===== config.mk =====
export PLATFORM = sky130hd
export DESIGN_NAME = ram_access_ctrl
export DESIGN_NICKNAME = d
export VERILOG_FILES = /design/src/rtl/ram_access_ctrl.sv
export SDC_FILE = /design/constraint.sdc
export NUM_CORES = 1
export LEC_CHECK = 0
export CORE_MARGIN = 2
export CORE_UTILIZATION = 40
export CTS_CLUSTER_SIZE = 30
export DETAILED_ROUTE_END_ITERATION = 7
export GPL_TIMING_DRIVEN = 0
export PLACE_DENSITY = 0.71
export SETUP_SLACK_MARGIN = 0.3
export SKIP_CTS_REPAIR_TIMING = 1
export SLEW_MARGIN = 5
export SYNTH_ARGS = -nofsm -noshare
export SYNTH_HDL_FRONTEND = slang
export SYNTH_SLANG_ARGS = --single-unit
export TNS_END_PERCENT = 1

===== constraint.sdc =====
create_clock -name clk_i -period 2.64 [get_ports clk_i]
set_input_delay 0.264 -clock clk_i [delete_from_list [all_inputs] [get_ports clk_i]]
set_output_delay 0.264 -clock clk_i [all_outputs]
set_load 0.02 [all_outputs]

===== src/rtl/ram_access_ctrl.sv =====
// ram_access_ctrl: write/scan/readback controller for the DE1_SoC 32x4 RAM.
// Optional readback check built when RAM_ACCESS_VERIFY_EN is defined.
//
// Ports:
//   clk_i         system clock
//   reset_i       synchronous, active-high reset
//   key_n_i       raw write push-button, active-low
//   sw_addr_i     raw switch write address
//   sw_data_i     raw switch write data
//   ram_q_i       RAM read data (unused without RAM_ACCESS_VERIFY_EN)
//   ram_wraddr_o  RAM write address, valid while ram_wren_o
//   ram_wrdata_o  RAM write data, valid while ram_wren_o
//   ram_wren_o    RAM write enable, one-cycle pulse per write
//   ram_rdaddr_o  RAM read address (scan, or written word during readback)
//   scan_addr_o   auto-scanning address for the display stage
//   wr_done_o     one-cycle pulse when a write transaction completes
//   wr_count_o    completed writes since reset, wraps 255->0
//   verify_err_o  sticky readback mismatch flag (0 without the macro)
`timescale 1ns/1ps

module ram_access_ctrl #(
   parameter int ADDR_W      = 5,
   parameter int DATA_W      = 4,
   parameter int TICK_DIV    = 50000000,
   parameter int RD_LAT      = 1,
   parameter int SYNC_STAGES = 2
) (
   input  logic              clk_i,
   input  logic              reset_i,
   input  logic              key_n_i,
   input  logic [ADDR_W-1:0] sw_addr_i,
   input  logic [DATA_W-1:0] sw_data_i,
   input  logic [DATA_W-1:0] ram_q_i,
   output logic [ADDR_W-1:0] ram_wraddr_o,
   output logic [DATA_W-1:0] ram_wrdata_o,
   output logic              ram_wren_o,
   output logic [ADDR_W-1:0] ram_rdaddr_o,
   output logic [ADDR_W-1:0] scan_addr_o,
   output logic              wr_done_o,
   output logic [7:0]        wr_count_o,
   output logic              verify_err_o
);

   localparam int TW = $clog2(TICK_DIV);
   localparam logic [TW-1:0] TICK_LAST = TW'(TICK_DIV - 1);

   typedef enum logic [1:0] {
      ST_IDLE   = 2'd0,
      ST_WRITE  = 2'd1
`ifdef RAM_ACCESS_VERIFY_EN
      ,
      ST_RDWAIT = 2'd2,
      ST_CHECK  = 2'd3
`endif
   } state_t;

   // ---------------------------------------------------------------
   // Input synchronizers and key edge detect
   // ---------------------------------------------------------------
   logic [SYNC_STAGES-1:0]             key_sync_q;
   logic [SYNC_STAGES-1:0][ADDR_W-1:0] addr_sync_q;
   logic [SYNC_STAGES-1:0][DATA_W-1:0] data_sync_q;
   logic [SYNC_STAGES-1:0]             vld_q;
   logic                               key_prev_q;

   logic              key_s;
   logic [ADDR_W-1:0] addr_s;
   logic [DATA_W-1:0] data_s;
   logic              press;

   assign key_s  = key_sync_q[SYNC_STAGES-1];
   assign addr_s = addr_sync_q[SYNC_STAGES-1];
   assign data_s = data_sync_q[SYNC_STAGES-1];

   // The synchronizer's reset value is not a real sample of the button.
   // vld_q marks when real samples reach the output, so a key held low
   // through reset never looks like a release followed by a press.
   assign press = key_prev_q & ~key_s;

   always_ff @(posedge clk_i) begin
      if (reset_i) begin
         key_sync_q  <= '1;
         addr_sync_q <= '0;
         data_sync_q <= '0;
         vld_q       <= '0;
         key_prev_q  <= 1'b0;
      end else begin
         key_sync_q  <= {key_sync_q[SYNC_STAGES-2:0], key_n_i};
         addr_sync_q <= {addr_sync_q[SYNC_STAGES-2:0], sw_addr_i};
         data_sync_q <= {data_sync_q[SYNC_STAGES-2:0], sw_data_i};
         vld_q       <= {vld_q[SYNC_STAGES-2:0], 1'b1};
         key_prev_q  <= key_s & vld_q[SYNC_STAGES-1];
      end
   end

   // ---------------------------------------------------------------
   // State
   // ---------------------------------------------------------------
   state_t            state_q,    state_d;
   logic [ADDR_W-1:0] lat_addr_q, lat_addr_d;
   logic [DATA_W-1:0] lat_data_q, lat_data_d;
   logic [TW-1:0]     tick_q,     tick_d;
   logic [ADDR_W-1:0] scan_q,     scan_d;
   logic [7:0]        cnt_q,      cnt_d;

   logic              wren_c;
   logic [ADDR_W-1:0] wraddr_c;
   logic [DATA_W-1:0] wrdata_c;
   logic [ADDR_W-1:0] rdaddr_c;
   logic              done_c;

`ifdef RAM_ACCESS_VERIFY_EN
   localparam int LW = (RD_LAT > 1) ? $clog2(RD_LAT) : 1;
   localparam logic [LW-1:0] LAT_LAST = LW'(RD_LAT - 1);

   logic [LW-1:0] lat_cnt_q, lat_cnt_d;
   logic          err_q,     err_d;
`else
   logic unused_ram_q;
   assign unused_ram_q = ^ram_q_i;
`endif

   always_ff @(posedge clk_i) begin
      if (reset_i) begin
         state_q    <= ST_IDLE;
         lat_addr_q <= '0;
         lat_data_q <= '0;
         tick_q     <= '0;
         scan_q     <= '0;
         cnt_q      <= '0;
`ifdef RAM_ACCESS_VERIFY_EN
         lat_cnt_q  <= '0;
         err_q      <= 1'b0;
`endif
      end else begin
         state_q    <= state_d;
         lat_addr_q <= lat_addr_d;
         lat_data_q <= lat_data_d;
         tick_q     <= tick_d;
         scan_q     <= scan_d;
         cnt_q      <= cnt_d;
`ifdef RAM_ACCESS_VERIFY_EN
         lat_cnt_q  <= lat_cnt_d;
         err_q      <= err_d;
`endif
      end
   end

   // ---------------------------------------------------------------
   // Next state and outputs
   // ---------------------------------------------------------------
   always_comb begin
      state_d    = state_q;
      lat_addr_d = lat_addr_q;
      lat_data_d = lat_data_q;
      tick_d     = tick_q + TW'(1);
      scan_d     = scan_q;
      cnt_d      = cnt_q;
`ifdef RAM_ACCESS_VERIFY_EN
      lat_cnt_d  = lat_cnt_q;
      err_d      = err_q;
`endif
      wren_c     = 1'b0;
      wraddr_c   = '0;
      wrdata_c   = '0;
      rdaddr_c   = scan_q;
      done_c     = 1'b0;

      // Scan runs regardless of the write FSM.
      if (tick_q == TICK_LAST) begin
         tick_d = '0;
         scan_d = scan_q + ADDR_W'(1);
      end

      unique case (state_q)
         ST_IDLE: begin
            if (press) begin
               lat_addr_d = addr_s;
               lat_data_d = data_s;
               state_d    = ST_WRITE;
            end
         end
         ST_WRITE: begin
            wren_c   = 1'b1;
            wraddr_c = lat_addr_q;
            wrdata_c = lat_data_q;
`ifdef RAM_ACCESS_VERIFY_EN
            lat_cnt_d = '0;
            state_d   = ST_RDWAIT;
`else
            done_c  = 1'b1;
            state_d = ST_IDLE;
`endif
         end
`ifdef RAM_ACCESS_VERIFY_EN
         ST_RDWAIT: begin
            rdaddr_c = lat_addr_q;
            if (lat_cnt_q == LAT_LAST) begin
               state_d = ST_CHECK;
            end else begin
               lat_cnt_d = lat_cnt_q + LW'(1);
            end
         end
         ST_CHECK: begin
            rdaddr_c = lat_addr_q;
            if (ram_q_i != lat_data_q) begin
               err_d = 1'b1;
            end
            done_c  = 1'b1;
            state_d = ST_IDLE;
         end
`endif
         default: begin
            state_d = ST_IDLE;
         end
      endcase

      if (done_c) begin
         cnt_d = cnt_q + 8'd1;
      end
   end

   assign ram_wren_o   = wren_c;
   assign ram_wraddr_o = wraddr_c;
   assign ram_wrdata_o = wrdata_c;
   assign ram_rdaddr_o = rdaddr_c;
   assign scan_addr_o  = scan_q;
   assign wr_done_o    = done_c;
   assign wr_count_o   = cnt_q;
`ifdef RAM_ACCESS_VERIFY_EN
   assign verify_err_o = err_q;
`else
   assign verify_err_o = 1'b0;
`endif

endmodule


* After elaboration in Yosys (flattened, before gate mapping)
Cells that the tools add are included.
** Storage, ports and cells
- Output and inout bits :: 30
- Logic and storage cells :: 30
- Flip-flop bits (word level) :: 72
** Cells by class
- Multiplexer cells :: 4
- Bitwise gates (word level) :: 4
- Add/subtract/negate cells :: 3
- Eq/ne operators :: 1
- Reductions and logical operators :: 4
** Operator list (number)
- 26-bit by 1-bit adder with 26-bit output, second input constant :: 1
- 26-bit == test, second input constant :: 1
- 8-bit by 1-bit adder with 8-bit output, second input constant :: 1
- 5-bit by 1-bit adder with 5-bit output, second input constant :: 1
- 5-bit 2-to-1 mux :: 1
- 4-bit 2-to-1 mux :: 1
- 2-bit OR reduction :: 2
- 1-bit AND :: 2
- 2-bit zero test :: 1
- 1-bit 2-to-1 mux :: 2
- 1-bit NOT :: 2
- 2-bit AND reduction :: 1

* Logic depth before layout (Yosys ltp)
Gate-level depths: netlist of the first run.
- Word-level depth :: 3
- Gate-level depth with buffers :: 6
- Mapped depth without buffers :: 5

* Least setup slack after synthesis of the first run
Ideal clock, no wire load.
- Path kind :: flip-flop to flip-flop
- Start point :: register tick_q[0]
- End point :: register scan_q[3], in the netlist ram_rdaddr_o[3]
- Cell stages (with the launch flop) :: 6
- Arrival :: 1.517 ns
- Library setup time :: 0.071 ns
- Setup slack :: 1.052 ns
- Clock period less this slack :: 1.588 ns
- Path buffers :: 0
- Path through :: dfxtp_1 ha_1 and2_1 nand4_4 or4_1 a21oi_1
** Between the ends
- Longest elaborated chain between the ends :: 1
** Ends and longest elaborated chain
- from (decl) :: line 102 : logic [TW-1:0] tick_q, tick_d;
- from (signal assigned) :: line 139 : tick_q <= tick_d;
- 26-bit == test :: line 170 : if (tick_q == TICK_LAST) begin
- to (signal assigned) :: line 140 : scan_q <= scan_d;
- to (decl) :: line 103 : logic [ADDR_W-1:0] scan_q, scan_d;
No other way between the ends.
A chain may end at the register's enable or synchronous reset.

* Worst setup path in the final report of the first run
- Start point :: register state_q[0]
- End point :: output port ram_wrdata_o[0]
** Between the ends
- Longest elaborated chain between the ends :: 1
** Ends and longest elaborated chain
- from (decl) :: line 99 : state_t state_q, state_d;
- from (signal assigned) :: line 136 : state_q <= state_d;
- 4-bit 2-to-1 mux :: line 175 : unique case (state_q)
- to (decl) :: line 35 : output logic [DATA_W-1:0] ram_wrdata_o,
No other way between the ends.

==> results of run 1 <==
-- critical path, cell delays in order, from the launching register on --
cell and delay, ns:
dfxtp_1 0.36, clkbuf_2 0.20, clkbuf_2 0.22, and2_1 0.16, clkdlybuf4s50_1 0.60
-- synth_stat cells --
library cell	n	area [sq um]
o21ai_2	1	8.760
buf_6	3	33.78
nand3_2	1	10.01
or3_1	8	50.05
nor4_4	1	21.27
nand4_4	1	21.27
buf_4	8	60.06
buf_2	5	25.02
nor4_1	3	18.77
inv_1	5	18.77
and3_1	6	37.54
and2_1	13	81.33
mux2i_1	10	100.1
xor2_1	10	87.58
nor3_1	3	15.01
clkbuf_1	7	26.28
or3b_1	1	8.760
ha_1	3	37.54
conb_1	1	3.750
or4_1	10	75.07
nand4_2	2	25.02
o21ai_0	9	45.04
nor3b_1	1	7.510
xnor2_1	7	61.31
nand2_1	12	45.04
and4_1	4	35.03
nand4_1	8	50.05
o31ai_1	10	75.07
or2_2	2	12.51
dfxtp_1	72	1441
nand3_1	12	60.06
nor2_1	30	112.6
nor2b_1	20	125.1
a21oi_1	19	95.09
-- layer usage --
layer,global-route usage,part of all wire,vias to the layer above
met1,0.1775,0.46,1057
li1,-,-,1159
met3,0.03931,0.032,9
met5,0,0,-
met4,0.06920,0.016,0
met2,0.2547,0.49,37
-- power breakdown --
group          switching (W)  leakage [nW]  internal, W
Sequential        0.00000723         0.586      0.00111
Combinational      0.0000309         0.616    0.0000304
Clock               0.000419         0.110     0.000533
Total               0.000457          1.31      0.00167
-- stage by stage --
stage / instance area (sq um) / utilization / hold slack, ns
global route: 3667 / 0.5111 / 0.2893
CTS: 3665 / 0.5107 / 0.2787
floorplan: 2932 / - / 0.3678
finish: 3667 / 0.5111 / 0.2859
detailed placement: 3446 / 0.4802 / 0.3983
global placement: 3446 / 0.4802 / 0.3974
-- logic make-up after synthesis --
logic type,share of synthesized area
compound gates,0.07640
xor+xnor,0.05079
fa+ha+maj,0.01281
buf+inv,0.05591
flops,0.4917
mux,0.03415
other cells,0.001279
simple gates,0.2770
-- final timing paths --
kind              cells past startpoint     startpoint  slack (ns)         endpoint
setup reg to reg                      6      tick_q[0]        0.81        tick_q[5]
setup / recovery                      4     state_q[0]        0.50  ram_wrdata_o[0]
hold reg to reg                       1  key_sync_q[0]        0.42    key_sync_q[1]
hold / removal                        2        reset_i        0.29        addr_s[4]
-- sequential cells by signal, indices dropped and copies added (netlist names) --
register,count
tick_q,26
wr_count_o,8
addr_s,5
addr_sync_q,5
lat_addr_q,5
ram_rdaddr_o,5
data_s,4
data_sync_q,4
lat_data_q,4
key_sync_q,2
vld_q,2
key_prev_q,1
state_q,1
-- placed cells by master, fill, tap and decap left out, drive strengths merged, types with 11 or more instances in the layout --
cell type / n
clkdlybuf4s50: 39
and2: 13
nor2: 30
nand2: 12
clkbuf: 16
nand4: 11
buf: 16
nand3: 13
dfxtp: 72
a21oi: 19
nor2b: 20
-- layout make-up --
class | instances | area (sq um) | share of cell area
multi-input cells | 208 | 1326 | 0.3617
well taps | 99 | 123.9 | 0.03378
clock buffers | 9 | 123.9 | 0.03378
flip-flops and latches | 72 | 1441 | 0.3930
plain buffers | 23 | 147.6 | 0.04026
repair buffers | 39 | 390.4 | 0.1064
clock inverters | 7 | 95.09 | 0.02593
inverters | 5 | 18.77 | 0.005118
==> flow_summary.ini, run 1 <==
[run_status]
status = finished clean

[cts]
cts.clk_slew.worst_paths_ns = 0.08
cts-root-buf = clkbuf_8
htreeDepth = 3
clk_latency_ns = 0.35
cts_tree = built
clock_path_buffers = 2
numCtsBuffers = 9
clkSinkCount = 72

[global_routing]
antenna_found_initial = 0
grt_max_degree = 14
grt_pass1_vias = 2112
grt_overflow = 0
grt_first_pass_wirelength_mm = 9.301
grt_use_total = 0.1502

[setup_path]
critPathCaptureType = output port
critPathArrivalTime_ns = 1.87
crit_required_ns = 2.38
worstSetupPathType = register to output port
crit_fanout = 10
cp-start-kind = register

[detailed_routing]
vias = 2262
drt_iter0_markers = 69
viasPerCell = 4.896
first_pass_iters = 4
wl_mm = 5.479
postRouteAntennaNets = 0
post-route-drc-count = 0
route.detailed.wl_per_inst_um = 11.86

[yosys]
syn_nets = 327
synth-seq-cells = 72
synth_area_per_cell_sq_um = 9.518
syn_inst = 308
synth_cell_types = 34
yosys_warnings = 0
synthesis.area_sq_mm = 0.002932
ys_seq_area_frac = 0.4917

[floorplan]
die_x_um = 89.61
start_util = 0.4085
rows = 31
fp.dieH_um = 89.61
io-pin-count = 46
fp.dieArea_sq_mm = 0.008030
coreArea_sq_mm = 0.007176

[sta]
slew_viol_final = 0
worst_slew_pin_slew_ns = 0.5338
finalCriticalPeriod_ns = 2.137
rsz0062_at_grt = no
fmax_ghz = 0.4679
fin_skew_ns = 0.008463
fin_ws_ns = 0.5027
slew_headroom = 0.6441
fin_crit_sh = 0.8096
hold_viol = 0
setup_tns_ns = 0
setup_violations = 0

[pwr]
total_power_w = 0.002127
p_leak_nw = 1.311
p_per_area_mw_per_mm2 = 579.9
vdd_drop_max_mv = 0.2322

[place]
dpl.cell_count = 446
hpwlAfterDp_mm = 3.984
io_buffer_count = 39
place.gp.congestion = 0.7718
dp_slack_ns = 0.6291

[layout]
final_cells = 462
drive_above_1_share = 0.1157
syn_to_final_growth_pct = 25.10
fill_cells = 662
diodes = 0
nNetsFinal = 377

[min_path]
hp-class = primary input to register

[job]
maxCapViolCount = 0
No activity file was read; power rests on OpenSTA's default activity.
==> run 2: changes to the inputs <==
- clock period: 2.64 -> 2.15 ns (I/O delays scaled with it)
==> run 2 against run 1 <==
Net effect: register-to-register slack worse by 0.36 ns; total power up 23%; hold slack worse by 0.054 ns; clock skew down 0.0016 ns; critical endpoint is now tick_q[21]; core utilization up 0.78 points; combinational power up 27%; largest power group unchanged.
==> flow_summary.ini, run 2 (synthesis gave the netlist of run 1 again) <==
[detailed_routing]
vias = 2268
wl_mm = 5.477
route.detailed.wl_per_inst_um = 11.85
viasPerCell = 4.909
postRouteAntennaNets = 0
first_pass_iters = 4
routed.top_layer = met4
wirelength_met1_mm = 2.524
met3_length_um = 169
post-route-drc-count = 0
drt_iter0_markers = 62
met2_length_mm = 2.697

[floorplan]
coreArea_sq_mm = 0.007176
rows = 31
start_util = 0.4085
die_x_um = 89.61
io-pin-count = 46
fp.dieH_um = 89.61
fp.dieArea_sq_mm = 0.008030

[setup_path]
cp-startpoint = tick_q[10]
r2r_slack_ns = 0.45
cp-endpoint = tick_q[21]
critPathCaptureType = register
cp-start-kind = register
path_cells = buf_2, and3_1, nand3_2, buf_6, or4_1, a21oi_1
worstSetupPathType = register to register
timing.rr.end = tick_q[21]
reg2regPathDepth = 6
crit_required_ns = 2.43
slowest_delay_ns = 0.46
slowest_stage = or4_1
critPathArrivalTime_ns = 1.98
crit_fanout = 10
reg2reg_from = tick_q[10]

[global_routing]
grt_pass1_vias = 2112
antenna_found_initial = 0
grt_max_degree = 14
grt_first_pass_wirelength_mm = 9.301
grt_use_total = 0.1502
grt_overflow = 0

[cts]
clock_path_buffers = 2
cts-root-buf = clkbuf_8
htreeDepth = 3
clkSinkCount = 72
cts_tree = built
cts.clk_slew.worst_paths_ns = 0.08
numCtsBuffers = 9
clk_latency_ns = 0.34

[layout]
final_common_cell = dfxtp_1
final_util = 0.5189
drive_above_1_share = 0.1405
fin_area_sq_mm = 0.003724
final_cell_mix = 66 x dfxtp_1, 30 x nor2_1, 30 x clkdlybuf4s50_1
diodes = 0
largest_reg_flops = 26
nNetsFinal = 377
syn_to_final_growth_pct = 27.02
largest_register = tick_q
fill_cells = 662

[sta]
rsz0062_at_grt = no
finalCriticalPeriod_ns = 1.702
hold_ws_ns = 0.2315
fin_crit_sh = 0.7915
slew_viol_final = 0
fin_skew_ns = 0.006902
setup_violations = 0
fin_ws_ns = 0.4483
worst_slew_pin_slew_ns = 0.5326
hold_viol = 0
fmax_ghz = 0.5877
setup_tns_ns = 0
slew_headroom = 0.6450

[place]
hpwlAfterDp_mm = 3.984
place.gp.congestion = 0.7718
placed_cell_area_sq_mm = 0.003446
dp_slack_ns = 0.1881
io_buffer_count = 39

[run_status]
status = finished clean

[pwr]
p_leak_nw = 1.485
vdd_drop_max_mv = 0.2827
p_per_area_mw_per_mm2 = 701.7

[min_path]
hp-class = primary input to register
hp-start = reset_i

[job]
maxCapViolCount = 0
==> run 2: changes by cell type in the layout (fill, tap and decap cells not counted), moves of 6 or more <==
cell	change
dfxtp_2	+6
dlymetal6s2s_1	+9
dfxtp_1	-6
clkdlybuf4s50_1	-9
==> run 2: layer usage <==
layer	vias to the layer above	track usage
li1	1160	-
met1	1068	0.1775
met2	31	0.2547
met3	9	0.03931
met4	0	0.06920
met5	-	0
==> run 2: worst min-delay path by stage <==
stage	endpoint	slack, ns	cells after the start
floorplan	key_sync_q[0]	0.32	1
global placement	key_sync_q[1]	0.40	1
detailed placement	key_sync_q[1]	0.40	1
CTS	vld_q[1]	0.23	2
global route	data_s[3]	0.24	2
finish	addr_s[4]	0.23	2
==> run 2: worst max-delay path, delay by kind of cell (launching register included) <==
family	cells	cell delay [ns]
simple gates	3	0.82
buf+inv	2	0.35
flops	1	0.31
compound gates	1	0.15
==> run 2: through the flow <==
stage	power (W)	cells
finish	0.002613	462
global placement	0.001473	446
global route	0.002712	462
detailed placement	0.001475	446
CTS	0.002636	462
floorplan	0.001440	308
==> run 2: area by class of cell <==
type | instances | area (sq um) | area share
flip-flops and latches | 72 | 1449 | 0.3891
multi-input cells | 208 | 1348 | 0.3619
repair buffers | 39 | 412.9 | 0.1109
plain buffers | 23 | 152.6 | 0.04099
clock buffers | 9 | 123.9 | 0.03327
well taps | 99 | 123.9 | 0.03327
clock inverters | 7 | 95.09 | 0.02554
inverters | 5 | 18.77 | 0.005040
==> run 2: report_power, final <==
group	internal, W	switching, W
Sequential	0.00136	0.00000888
Clock	0.000655	0.000513
Combinational	0.0000392	0.0000384
==> run 3: changes to the inputs <==
- PLACE_DENSITY: 0.71 -> 0.74
- clock period: 2.15 -> 1.44 ns (I/O delays scaled with it)
==> run 3 against run 2 <==
Net effect: the flow now finishes with violations (negative setup slack); count of clock-buffer cells in the layout is 1 higher; non-clock buffer count is 3 higher; critical path depth stayed put; via count is 2.3% higher; global-route usage is 0.79 points lower; first-iteration DRC count is 19% higher; setup slack worse by 0.62 ns; die area stayed put; core utilization is 1.0 points higher; largest cell class unchanged.
==> flow_summary.ini, run 3 (synthesis gave the netlist of run 1 again) <==
[layout]
final_cells = 465
drive_above_1_share = 0.2350
nNetsFinal = 381
fin_area_sq_mm = 0.003797
syn_to_final_growth_pct = 29.53
final_common_cell = dfxtp_1
final_cell_mix = 54 x dfxtp_1, 30 x nor2_1, 29 x clkdlybuf4s50_1
diodes = 0
final_util = 0.5292
largest_register = tick_q
fill_cells = 652
largest_reg_flops = 26

[global_routing]
gr-usage-met3 = 0.03565
antenna_found_initial = 0
grt_use_total = 0.1423
use_met1 = 0.1669
grt_overflow = 0
grt_max_degree = 13
grt_pass1_vias = 2033
grt_first_pass_wirelength_mm = 8.852
gr-max-usage-layer = met2
grtUsageMet2 = 0.2440

[sta]
hold_viol = 0
finalCriticalPeriod_ns = 1.610
slew_headroom = 0.6313
fmax_ghz = 0.6211
fin_crit_sh = 1.118
slew_viol_final = 0
fin_skew_ns = 0.01090
fin_ws_ns = -0.1701
setup_tns_ns = -5.541
worst_slew_pin_slew_ns = 0.5531
setup_violations = 46
rsz0062_at_grt = yes

[detailed_routing]
viasPerCell = 4.989
postRouteAntennaNets = 0
drt_iter0_markers = 74
vias = 2320
post-route-drc-count = 0
first_pass_iters = 4
wl_mm = 5.704
route.detailed.wl_per_inst_um = 12.27

[setup_path]
cp-start-kind = register
reg2reg_from = tick_q[9]
r2r_slack_ns = -0.17
crit_required_ns = 1.67
critPathArrivalTime_ns = 1.84
timing.rr.end = tick_q[4]
reg2regPathDepth = 6
crit_fanout = 10
worstSetupPathType = register to register
critPathCaptureType = register

[cts]
numCtsBuffers = 9
cts_tree = built
htreeDepth = 3
clkSinkCount = 72
clk_latency_ns = 0.34
cts.clk_slew.worst_paths_ns = 0.07
clock_path_buffers = 2
cts-root-buf = clkbuf_8

[run_status]
violations = negative setup slack
status = complete, but fails checks

[pwr]
vdd_drop_max_mv = 0.3762
p_per_area_mw_per_mm2 = 985.8
total_power_w = 0.003743
p_leak_nw = 1.370

[floorplan]
rows = 31
io-pin-count = 46
fp.dieArea_sq_mm = 0.008030
coreArea_sq_mm = 0.007176
start_util = 0.4085
die_x_um = 89.61
fp.dieH_um = 89.61

[place]
hpwlAfterDp_mm = 3.888
placed_cell_area_sq_mm = 0.003472
dpl.cell_count = 446
place.gp.congestion = 0.7788
io_buffer_count = 39

[min_path]
hold_end = data_s[3]
min_path_cells = 2
hp-start = reset_i
hp-class = primary input to register

[job]
maxCapViolCount = 0
[run 3: worst max-delay path, cell delays in order, from the launching register on]
cell and delay (ns):
dfxtp_1 0.31, buf_6 0.13, nor4_4 0.30, nand4_4 0.21, o21ai_4 0.27, buf_4 0.22, nor2_1 0.06
[run 3: cell type report]
type / count / area [sq um] / share of cell area
clock buffer: 10 / 137.6 / 0.03624
sequential: 72 / 1466 / 0.3862
tap: 99 / 123.9 / 0.03262
timing repair buffer: 42 / 390.4 / 0.1028
buffer: 23 / 177.7 / 0.04679
multi-input combinational: 209 / 1425 / 0.3753
inverter: 5 / 18.77 / 0.004942
clock inverter: 5 / 57.56 / 0.01516
[run 3: worst max path at each step]
| stage | start | endpoint | cells past startpoint |
|---|---|---|---|
| after floorplan | tick_q[1] | tick_q[24] | 5 |
| after CTS | state_q[0] | ram_wrdata_o[2] | 4 |
| after global routing | tick_q[9] | tick_q[11] | 6 |
| after detailed placement | state_q[0] | ram_wraddr_o[3] | 4 |
| final | tick_q[9] | tick_q[4] | 6 |
| after global placement | state_q[0] | ram_wrdata_o[2] | 4 |
[run 3: power by group]
part,internal (W),switching (W)
Clock,0.000834,0.000743
Sequential,0.00203,0.0000158
Combinational,0.0000648,0.0000590
Total,0.00293,0.000818
[run 3: metal layers]
metal	vias up	share of wire
li1	1168	-
met1	1101	0.46
met2	40	0.49
met3	11	0.035
met4	0	0.014
met5	-	0
[run 3: stage by stage]
stage	hold slack, ns	setup slack [ns]
4_1_cts	0.1636	-0.8200
3_5_place_dp	0.4033	-0.4346
6_report	0.1662	-0.1701
2_1_floorplan	0.2478	-0.05493
3_3_place_gp	0.3982	-0.4421
5_1_grt	0.1803	-0.2588
